## src/rtl/frame_pkg.sv

```systemverilog
// Shared definitions for the frame read/write datapath: FSM state
// encoding, default frame geometry, and a counter-width helper.
package frame_pkg;

    typedef enum logic [1:0] {
        ST_IDLE  = 2'd0,
        ST_WRITE = 2'd1,
        ST_DONE  = 2'd2
    } state_e;

    localparam int FRAME_WIDTH  = 480;
    localparam int FRAME_HEIGHT = 272;
    localparam int FRAME_DEPTH  = FRAME_WIDTH * FRAME_HEIGHT;

    // Bits needed to count 0..n-1, never less than one bit.
    function automatic int cnt_width(input int n);
        return (n > 1) ? $clog2(n) : 1;
    endfunction

endpackage

```

## src/rtl/frame_writer_rgb888_start_sync.sv

```systemverilog
// start_sync: brings a level request from another clock domain in through
// a two-flop synchronizer and emits a registered one-cycle pulse on its
// rising edge. Shared by the frame writer and the frame reader.
module start_sync (
    input  logic clk_i,
    input  logic rst_ni,
    input  logic async_i,
    output logic pulse_o
);

    logic sync1_q;
    logic sync2_q;
    logic prev_q;
    logic pulse_q;

    // Synchronizer chain, edge history and registered rising-edge pulse.
    always_ff @(posedge clk_i) begin
        if (!rst_ni) begin
            sync1_q <= 1'b0;
            sync2_q <= 1'b0;
            prev_q  <= 1'b0;
            pulse_q <= 1'b0;
        end else begin
            sync1_q <= async_i;
            sync2_q <= sync1_q;
            prev_q  <= sync2_q;
            pulse_q <= sync2_q & ~prev_q;
        end
    end

    assign pulse_o = pulse_q;

endmodule

```

## src/rtl/frame_writer_rgb888.sv

```systemverilog
// frame_writer_rgb888: writes a valid-tagged raster pixel stream into a
// frame BRAM through one write port. Address is a running counter (no
// multiplier); col/row counters detect the last pixel of the frame.
// Optional feature: define FRAME_WR_PINGPONG_EN for two alternating frame
// banks at base 0 and base DEPTH.
module frame_writer_rgb888
    import frame_pkg::*;
#(
    parameter int DATA_W = 24,
    parameter int ADDR_W = 17,
    parameter int WIDTH  = FRAME_WIDTH,
    parameter int HEIGHT = FRAME_HEIGHT,
    parameter int DEPTH  = FRAME_DEPTH
) (
    input  logic              iClk,
    input  logic              iRst,
    input  logic              iStart,
    input  logic              iValid,
    input  logic [DATA_W-1:0] iPixel,
    output logic              oCs,
    output logic              oWe,
    output logic [ADDR_W-1:0] oAddr,
    output logic [DATA_W-1:0] oData,
    output logic              oBusy,
    output logic              oDone,
    output logic              oErr,
    output logic              oBank
);

    localparam int COL_W = cnt_width(WIDTH);
    localparam int ROW_W = cnt_width(HEIGHT);

    localparam logic [COL_W-1:0]  COL_LAST = COL_W'(WIDTH - 1);
    localparam logic [ROW_W-1:0]  ROW_LAST = ROW_W'(HEIGHT - 1);
    localparam logic [COL_W-1:0]  COL_ONE  = {{(COL_W-1){1'b0}}, 1'b1};
    localparam logic [ROW_W-1:0]  ROW_ONE  = {{(ROW_W-1){1'b0}}, 1'b1};
    localparam logic [ADDR_W-1:0] ADDR_ONE = {{(ADDR_W-1){1'b0}}, 1'b1};

    // Geometry sanity checks evaluated at elaboration.
    if (DEPTH != WIDTH * HEIGHT) begin : g_depth_check
        $error("frame_writer_rgb888: DEPTH must equal WIDTH*HEIGHT");
    end
`ifdef FRAME_WR_PINGPONG_EN
    if ((64'(2) * 64'(DEPTH)) > (64'd1 << ADDR_W)) begin : g_addr_check
        $error("frame_writer_rgb888: ADDR_W too small for two frame banks");
    end
`else
    if (64'(DEPTH) > (64'd1 << ADDR_W)) begin : g_addr_check
        $error("frame_writer_rgb888: ADDR_W too small for one frame");
    end
`endif

    logic start_pulse_s;
    logic [ADDR_W-1:0] base_s;

    state_e            state_q,   state_d;
    logic [COL_W-1:0]  col_q,     col_d;
    logic [ROW_W-1:0]  row_q,     row_d;
    logic [ADDR_W-1:0] addr_q,    addr_d;
    logic              err_q,     err_d;
    logic              bank_q,    bank_d;
    logic              wr_q,      wr_d;
    logic [ADDR_W-1:0] wr_addr_q, wr_addr_d;
    logic [DATA_W-1:0] wr_data_q, wr_data_d;
    logic              busy_q,    busy_d;
    logic              done_q,    done_d;

    start_sync u_start_sync (
        .clk_i   (iClk),
        .rst_ni  (iRst),
        .async_i (iStart),
        .pulse_o (start_pulse_s)
    );

`ifdef FRAME_WR_PINGPONG_EN
    assign base_s = bank_q ? ADDR_W'(DEPTH) : {ADDR_W{1'b0}};
`else
    assign base_s = {ADDR_W{1'b0}};
`endif

    // Next-state, counter, flag and write-port logic.
    always_comb begin
        state_d   = state_q;
        col_d     = col_q;
        row_d     = row_q;
        addr_d    = addr_q;
        err_d     = err_q;
        bank_d    = bank_q;
        wr_d      = 1'b0;
        wr_addr_d = wr_addr_q;
        wr_data_d = wr_data_q;

        case (state_q)
            ST_IDLE: begin
                // The start edge clears the error flag; a beat arriving in
                // the same cycle is dropped without re-setting it.
                if (start_pulse_s) begin
                    state_d = ST_WRITE;
                    col_d   = {COL_W{1'b0}};
                    row_d   = {ROW_W{1'b0}};
                    addr_d  = base_s;
                    err_d   = 1'b0;
                end else if (iValid) begin
                    err_d = 1'b1;
                end else begin
                    err_d = err_q;
                end
            end
            ST_WRITE: begin
                if (iValid) begin
                    wr_d      = 1'b1;
                    wr_addr_d = addr_q;
                    wr_data_d = iPixel;
                    addr_d    = addr_q + ADDR_ONE;
                    if (col_q == COL_LAST) begin
                        col_d = {COL_W{1'b0}};
                        if (row_q == ROW_LAST) begin
                            row_d   = {ROW_W{1'b0}};
                            state_d = ST_DONE;
                        end else begin
                            row_d = row_q + ROW_ONE;
                        end
                    end else begin
                        col_d = col_q + COL_ONE;
                    end
                end else begin
                    wr_d = 1'b0;
                end
            end
            ST_DONE: begin
                state_d = ST_IDLE;
`ifdef FRAME_WR_PINGPONG_EN
                bank_d  = ~bank_q;
`endif
                if (iValid) begin
                    err_d = 1'b1;
                end else begin
                    err_d = err_q;
                end
            end
            default: begin
                state_d = ST_IDLE;
            end
        endcase

        busy_d = (state_d != ST_IDLE);
        done_d = (state_d == ST_DONE);
    end

    // State, counters, flags and the registered BRAM write port.
    always_ff @(posedge iClk) begin
        if (!iRst) begin
            state_q   <= ST_IDLE;
            col_q     <= {COL_W{1'b0}};
            row_q     <= {ROW_W{1'b0}};
            addr_q    <= {ADDR_W{1'b0}};
            err_q     <= 1'b0;
            bank_q    <= 1'b0;
            wr_q      <= 1'b0;
            wr_addr_q <= {ADDR_W{1'b0}};
            wr_data_q <= {DATA_W{1'b0}};
            busy_q    <= 1'b0;
            done_q    <= 1'b0;
        end else begin
            state_q   <= state_d;
            col_q     <= col_d;
            row_q     <= row_d;
            addr_q    <= addr_d;
            err_q     <= err_d;
            bank_q    <= bank_d;
            wr_q      <= wr_d;
            wr_addr_q <= wr_addr_d;
            wr_data_q <= wr_data_d;
            busy_q    <= busy_d;
            done_q    <= done_d;
        end
    end

    assign oCs   = wr_q;
    assign oWe   = wr_q;
    assign oAddr = wr_addr_q;
    assign oData = wr_data_q;
    assign oBusy = busy_q;
    assign oDone = done_q;
    assign oErr  = err_q;
    assign oBank = bank_q;

endmodule

```

## config.mk

```make
export PLATFORM = sky130hd
export DESIGN_NAME = frame_writer_rgb888
export DESIGN_NICKNAME = d
export VERILOG_FILES = /design/src/rtl/frame_pkg.sv /design/src/rtl/frame_writer_rgb888_start_sync.sv /design/src/rtl/frame_writer_rgb888.sv
export SDC_FILE = /design/constraint.sdc
export NUM_CORES = 1
export LEC_CHECK = 0
export BUFFER_PORTS_ARGS = -buffer_cell sky130_fd_sc_hd__clkbuf_2
export CORE_MARGIN = 2
export CORE_UTILIZATION = 33
export DETAILED_ROUTE_END_ITERATION = 6
export PLACE_DENSITY_LB_ADDON = 0.2
export SETUP_SLACK_MARGIN = 0.5
export SLEW_MARGIN = 20
export SYNTH_ARGS = -nofsm -noshare
export SYNTH_HDL_FRONTEND = slang
export SYNTH_SLANG_ARGS = --single-unit
```

## constraint.sdc

```tcl
create_clock -name iClk -period 2.1 [get_ports iClk]
set_input_delay 0.63 -clock iClk [delete_from_list [all_inputs] [get_ports iClk]]
set_output_delay 0.63 -clock iClk [all_outputs]
set_load 0.02 [all_outputs]
```

# Yosys cells after proc, flatten, opt, wreduce, memory -nomap -nowiden
# Cells that the tools add are included.
[classes]
n_mux = 20
bitwise_logic = 2
n_eq_ne = 8
addsub = 3
n_reduce_logical = 8
[op_table]
columns = ["op", "n"]
rows = [
  ["two-way mux 9 bit", 6],
  ["one-hot mux 9 bit (2 select lines)", 2],
  ["two-way mux 17 bit", 2],
  ["one-hot mux 17 bit (2 select lines)", 1],
  ["adder 9 x 1 -> 9 bit (second input constant)", 2],
  ["== test 9 bit (second input constant)", 2],
  ["adder 17 x 1 -> 17 bit (second input constant)", 1],
  ["two-way mux 2 bit", 4],
  ["nonzero test 2 bit", 3],
  ["== test 2 bit (second input constant)", 2],
  ["inequality test 2 bit (second input constant)", 2],
  ["one-hot mux 2 bit (2 select lines)", 1],
  ["AND reduction 2 bit", 2],
  ["AND reduction 4 bit", 1],
  ["two-way mux 1 bit", 3],
  ["AND reduction 3 bit", 1],
  ["== test 2 x 1 -> 1 bit (second input constant)", 1],
  ["logical NOT 2 bit", 1],
  ["inequality test 2 x 1 -> 1 bit (second input constant)", 1],
  ["one-hot mux 1 bit (2 select lines)", 1],
  ["AND 1 bit", 1],
  ["inverter 1 bit", 1],
]
[word_totals]
reg_bits = 86
output_inout_bits = 47

# Logic depth before layout (Yosys ltp)
# Gate-level depths: netlist of the first run.
[logic_depth]
word_depth = 6
ltp_mapped = 6

# Modules after synthesis
# A second synthesis of the first run with hierarchy kept.
[unflattened]
cells_unflattened = 411
hier_area_um2 = 3555.9
[by_module_without_submodules]
columns = ["module", "n_inst", "cells_each", "seq_area_each_um2", "area_each_um2"]
rows = [
  ["frame_writer_rgb888", 1, 403, 1641.6, 3444.6],
  ["start_sync", 1, 8, 80.1, 111.4],
]

# Least setup slack after synthesis of the first run
# OpenSTA, ideal clock, no wires.
[synth_timing]
path_kind = "input -> register"
from = "input iValid"
to = "register addr_q[12]"
arrival_time_ps = 1900
required_time_ps = 2028
path_stages = 5
slack_ps = 129
setup_ps = 72
n_path_buf = 1
cell_sequence = "mux2i_2 or4b_1 buf_2 or4_1 a21oi_1"
[synth_via]
elab_chain_len = 2
[synth_lines]
columns = ["element", "line_no", "rtl"]
rows = [
  ["from (decl)", "frame_writer_rgb888.sv:18", "input logic iValid,"],
  ["inequality test 2 bit (no line)", "n/a", ""],
  ["AND reduction 3 bit (no line)", "n/a", ""],
  ["to (signal assigned)", "frame_writer_rgb888.sv:156", "addr_q <= {ADDR_W{1'b0}};"],
  ["to (signal assigned)", "frame_writer_rgb888.sv:168", "addr_q <= addr_d;"],
  ["to (decl)", "frame_writer_rgb888.sv:59", "logic [ADDR_W-1:0] addr_q, addr_d;"],
]
# No other way between the ends.
# A chain may end at the register's enable or synchronous reset.

# Worst setup path after layout of the first run
[layout_timing]
from = "register state_q[0]"
to = "register addr_q[16]"
[layout_via]
elab_chain_len = 3
elab_cells_between_ends = 7
[layout_lines]
columns = ["element", "line_no", "rtl"]
rows = [
  ["from (decl)", "frame_writer_rgb888.sv:56", "state_e state_q, state_d;"],
  ["from (signal assigned)", "frame_writer_rgb888.sv:165", "state_q <= state_d;"],
  ["== test 2 x 1 -> 1 bit or logical NOT 2 bit (tied branches)", "frame_writer_rgb888.sv:93", "case (state_q)"],
  ["inequality test 2 bit (no line) (tied with other cells)", "n/a", ""],
  ["AND reduction 3 bit (no line)", "n/a", ""],
]
# Parallel ways exist; a longest one is shown, timed or not.

==> impl_results.md, run 1 <==
- Run status: completed
- Worst-path clk slew: 0.08 ns
- Area grow syn2layout: 28.1%
- Vias per cell: 4.99
- Row cnt: 37
- Worst Hold Depth: 1
- Netlist cell types: 45
- Async set-reset flop share out of synthesis: 0
- Die W: 108 um
- Vert. Die Dim: 108 um
- Final period util: 0.835
- Compound-Gate Fraction of Synth Area: 0.179
- Critical-path top delay cell: or4b_4
- Type of the worst setup path: reg2reg
- Synth Net Count: 444
- All-layer global routing usage: 0.155
- Clock skew: 0.00612 ns
- Endpoints failing setup: 0
- Initial antenna violation count: 0
- Layout cells sized above 1: 0.294
- WL/cell: 13.3 um
- PD cells: 655 mW/mm^2
- Post-DP HPWL: 5.75 mm
- Mapped Cells: 413
- Worst reg2reg path endpoint: addr_q[16]
- Max_cap viols: 0
- RePlAce Congestion: 0.763
- Worst Path Required: 2.40 ns
- Synth Flop Type: dfxtp_1
- Hold_ws: 0.389 ns
- Nature of the critical path endpoint: register
- Final std cells w/o fill: 636
- Clock Tree Buf Depth: 2
- Ys Warns: 0
- Top cells by count, synth: 99 x nand2_1, 86 x dfxtp_1, 41 x a21boi_0
- WP data arrival: 2.05 ns
- Reg2reg start: state_q[0]
- Fillers: 1060
- Drt drc: 0
- Clk sinks: 86
- Final WL: 8.48 mm
- Count of final max-slew check failures: 0
- HP Start: u_start_sync.prev_q
- Ordered list of cells on the worst path: mux2i_4 -> or4b_4 -> or4_4 -> a21oi_2
- I/O Pins: 75
- Max incr delay on CP: 0.56 ns
- Number of global-route vias before repair: 3012
- Final Hold Fails: 0
- Nets: 526
- #FFs+latches synth: 86
- Period minus WS final: 1.75 ns
- Most numerous cell in the Yosys netlist: nand2_1
- Total iterations of the first detailed-routing run: 4
- Largest family of logic cells by synthesized area: simple AND/OR/NAND/NOR gates
- Xor and xnor area share after synthesis: 0.0295
- Clk Latency, worst-skew pair: 0.35 ns
- Core footprint: 0.0104 mm^2
- R2R cell count: 4
- CTS tree: built
- Cells after DPL: 616
- Diode count: 0
- Yosys top cell area share: 0.483
- Largest net degree at the start of global routing: 51
- IO buf count: 73
- Hold Buf Count CTS: 0
- Seq/Total Area, Yosys: 0.483
- Detail Route Antenna Nets: 0
- Avg Cell Area, Syn: 8.63 um^2
- H-tree levels: 3
- Leakage power: 1.68 nW
- First-pass GRT wire length: 14.4 mm
- Post-Synth Adder-Cell Area: 0.0105
- Simple-gate portion of the synthesized area: 0.254
- Worst-path fanout max: 7
- Cts bufs inserted: 9
- Reg2Reg Setup Slack: 0.35 ns
- Peak VDD IR: 0.263 mV
- Post-synthesis cell type with the largest combined area: dfxtp_1
- Worst hold endpoint: u_start_sync.pulse_o
- Max Clk Rate: 570 MHz
- Total grt overflow: 0
- Clock root buffer: clkbuf_8
- Die ar.: 0.0116 mm^2
- Area of the mapped netlist: 0.00356 mm^2
- Initial Utilization: 0.342
- Synth top area cells: dfxtp_1 48%, nand2_1 10%, a21boi_0 8.6%
- Initial DRC Count: 115
- RSZ-0062 raised after global routing: true
- Via Count: 3172
- Hold Crit Class: reg2reg
- Startpoint types: register
- Number of synthesized flops with an enable pin: 0
- Post-synthesis mux area share: 0.00702
per-layer routing:
| metal | vias to the layer above | part of all wire | track usage |
|---|---|---|---|
| li1 | 1604 | - | - |
| met1 | 1509 | 0.47 | 0.200 |
| met2 | 51 | 0.47 | 0.248 |
| met3 | 8 | 0.043 | 0.0436 |
| met4 | 0 | 0.013 | 0.0549 |
| met5 | - | 0 | 0 |
timing repair:
item,in CTS,in global routing
resized for setup,21,24
setup endpoints to repair,67,25
pin swaps,3,3
setup buffers,3,1
worst max-delay path: cells and delay by family (launching register included):
kind               cells  cell delay (ns)
AOI/OAI and AO/OA      1             0.14
DFF                    1             0.38
muxes                  1             0.18
and+or+nand+nor        2             1.00
power breakdown:
| group | internal (mW) | switching, mW | leakage, nW |
|---|---|---|---|
| clock | 0.610 | 0.575 | 0.106 |
| sequential | 1.64 | 0.00921 | 0.701 |
| combinational | 0.0690 | 0.0881 | 0.871 |
cell usage in the layout (no fill, tap or decap), types with 5 or more instances in the layout:
| cell type | n |
|---|---|
| o22ai_1 | 5 |
| nor4_1 | 5 |
| nand4_1 | 5 |
| clkbuf_8 | 11 |
| nor2_1 | 16 |
| clkbuf_2 | 72 |
| nand3_1 | 16 |
| o21ai_0 | 6 |
| xnor2_1 | 9 |
| a21boi_0 | 41 |
| dfxtp_1 | 74 |
| dfxtp_4 | 5 |
| or4_1 | 5 |
| dfxtp_2 | 7 |
| inv_1 | 6 |
| nand2_1 | 96 |
| o31ai_1 | 9 |
| a21oi_1 | 10 |
| buf_4 | 15 |
| and2_1 | 6 |
logic make-up after synthesis:
group                    Yosys count
adder cells (fa/ha/maj)            3
multiplexers                       2
flip-flops                        86
AND/OR/NAND/NOR                  188
AO/OA/AOI/OAI                     92
buffers and inverters             29
other                              1
XOR/XNOR                          12
metrics by stage:
step           power, mW  utilization  worst slack (ns)  TNS [ns]  cell area, um^2
2_1_floorplan       1.77            -             0.199         0             3610
3_3_place_gp        1.84        0.403            0.0483         0             4190
3_5_place_dp        1.84        0.403           -0.0154   -0.0154             4190
4_1_cts             3.03        0.430             0.331         0             4470
5_1_grt             3.12        0.438             0.278         0             4560
6_report            2.99        0.438             0.346         0             4560
registers in the layout, indices dropped and copies added, names as in the netlist:
name,count
oDone,1
u_start_sync.sync2_q,1
oData,24
state_q,2
oAddr,17
addr_q,17
u_start_sync.sync1_q,1
oErr,1
oCs,1
u_start_sync.pulse_o,1
u_start_sync.prev_q,1
oBusy,1
col_q,9
row_q,9
worst max path at each step:
stage | from | to | slack [ns] | depth (start not counted)
3_5_place_dp | iValid | addr_q[16] | -0.02 | 5
4_1_cts | state_q[0] | addr_q[16] | 0.33 | 4
6_report | state_q[0] | addr_q[16] | 0.35 | 4
2_1_floorplan | iValid | addr_q[12] | 0.20 | 5
3_3_place_gp | iValid | addr_q[16] | 0.05 | 5
5_1_grt | state_q[0] | addr_q[16] | 0.28 | 4
final cells by class:
class                      count  area [um^2]  area share
clock buffer                  12          155      0.0340
clock inverter                 4         45.0     0.00987
inverter                       7         27.5     0.00603
multi-input combinational    298         1870       0.409
sequential                    86         1750       0.383
tap                          136          170      0.0373
timing repair buffer          93          552       0.121
(Power assumes the default switching activity.)
==> run 2: changes to the inputs <==
clock period = 1.44 ns   (was 2.1 ns; I/O delays follow)
==> impl_results.md, run 2 (synthesis results as in run 1) <==
- Run status: complete, but fails checks
- Failing checks: negative setup slack
- Max incr delay on CP: 0.54 ns
- Worst Hold Depth: 3
- Clock skew: 0.0108 ns
- Fillers: 721
- Worst Path Required: 1.76 ns
- Final WL: 12.2 mm
- FF/Latch Area: 0.00181 mm^2
- Detail Route Antenna Nets: 0
- Worst-path clk slew: 0.09 ns
- Total grt overflow: 0
- I/O Pins: 75
- Post-DP HPWL: 6.43 mm
- WP buf/inv: 0
- Reg2reg start: addr_q[1]
- Clk Latency, worst-skew pair: 0.37 ns
- HP Start: iPixel[18]
- Drt drc: 0
- Dpl ws: -0.400 ns
- PD cells: 630 mW/mm^2
- Ordered list of cells on the worst path: ha_4 -> nand2_4 -> or4b_4 -> or4_1 -> a21oi_1
- WP data arrival: 2.04 ns
- Number of global-route vias before repair: 3671
- Diode count: 0
- H-tree levels: 3
- Reg2Reg Setup Slack: -0.28 ns
- Vert. Die Dim: 108 um
- Max reg flops: 24
- Layout cells sized above 1: 0.697
- Critical-path top delay cell: or4b_4
- RePlAce Congestion: 0.778
- Type of the worst setup path: reg2reg
- Worst hold endpoint: oData[18]
- Clock Tree Buf Depth: 2
- Initial Utilization: 0.342
- First-pass GRT wire length: 18.1 mm
- Total iterations of the first detailed-routing run: 4
- Clock root buffer: clkbuf_8
- Area of the multi-input gates: 0.00257 mm^2
- Most frequent cells in the layout: 82 x buf_4, 50 x dfxtp_2, 50 x buf_8
- Final period util: 1.20
- Period minus WS final: 1.72 ns
- Via Count: 3842
- Clk sinks: 86
- Vias per cell: 5.08
- Hold Crit Class: in2reg
- Commonest non-fill, non-tap cell in the layout: buf_4
- Endpoints failing setup: 44
- R2R cell count: 5
- Final Hold Fails: 0
- Count of final max-slew check failures: 0
- Nature of the critical path endpoint: register
- Nets: 648
- WL/cell: 16.2 um
- Worst-path fanout max: 5
- Cells after DPL: 660
- Largest net degree at the start of global routing: 26
- Peak VDD IR: 0.391 mV
- Core footprint: 0.0104 mm^2
- Utilization after layout: 0.680
- Initial antenna violation count: 0
- Startpoint types: register
- CTS tree: built
- CP top delay family: simple AND/OR/NAND/NOR gates
- Worst reg2reg path endpoint: addr_q[14]
- Initial DRC Count: 124
- Max_cap viols: 0
- Max Clk Rate: 581 MHz
- IO buf count: 73
- Cts bufs inserted: 9
- Die W: 108 um
- Setup ws final: -0.281 ns
- Die ar.: 0.0116 mm^2
- Area grow syn2layout: 98.9%
- Row cnt: 37
- Leakage power: 2.86 nW
- RSZ-0062 raised after global routing: true
- All-layer global routing usage: 0.200
- Final std cells w/o fill: 757
## run 2: cell count changes in the layout (fill, tap and decap cells not counted), sizes merged
| cell | change |
|---|---|
| buf | +166 |
| clkbuf | -45 |
| clkinv | -2 |
| clkinvlp | +2 |
| bufinv | -1 |
| nand3 | +1 |
## run 2: final cells by class
class / count / area share
inverters: 7 / 0.00547
multi-input cells: 299 / 0.362
repair buffers: 214 / 0.328
clock buffers: 12 / 0.0219
clock inverters: 3 / 0.00282
well taps: 136 / 0.0240
flip-flops and latches: 86 / 0.256
## run 2: power breakdown
part | switching (mW) | leakage, nW | internal (mW)
combinational | 0.209 | 2.05 | 0.245
sequential | 0.0195 | 0.726 | 2.38
clock | 0.898 | 0.0845 | 0.710
total | 1.13 | 2.86 | 3.34
## run 2: worst max path at each step
stage | from | endpoint | cells after the start
floorplan | state_q[0] | addr_q[12] | 6
global placement | iValid | addr_q[16] | 5
detailed placement | iValid | addr_q[14] | 5
CTS | addr_q[1] | addr_q[14] | 5
global route | addr_q[1] | addr_q[12] | 5
finish | addr_q[1] | addr_q[14] | 5
## run 2: worst reg2reg max path, stage by stage, from the launching register on
cell and delay, ns:
dfxtp_2 0.36, ha_4 0.15, nand2_4 0.05, or4b_4 0.54, or4_1 0.43, a21oi_1 0.13
## run 2: stage by stage
stage | cell area (um^2) | hold slack [ns] | total power [mW] | TNS [ns]
2_1_floorplan | 3820 | 0.367 | 2.61 | -2.08
3_3_place_gp | 4650 | 0.375 | 2.71 | -5.97
3_5_place_dp | 4650 | 0.373 | 2.71 | -8.39
4_1_cts | 6290 | 0.258 | 4.41 | -2.66
5_1_grt | 7090 | 0.258 | 4.61 | -6.41
6_report | 7090 | 0.260 | 4.47 | -3.33
## run 2: metal layers
| layer | track usage | wire length, um |
|---|---|---|
| met5 | 0 | 0 |
| met4 | 0.0861 | 337 |
| met3 | 0.0375 | 446 |
| met2 | 0.333 | 6130 |
| met1 | 0.253 | 5340 |
## run 2: repair_timing
item / in CTS / in global routing
pin swaps: 72 / 75
hold buffers: 0 / 0
buffers inserted: 42 / 31
gates resized for setup: 299 / 175
endpoints found under the setup margin: 128 / 128
gates cloned: 9 / 0
hold endpoints to repair: 0 / 0
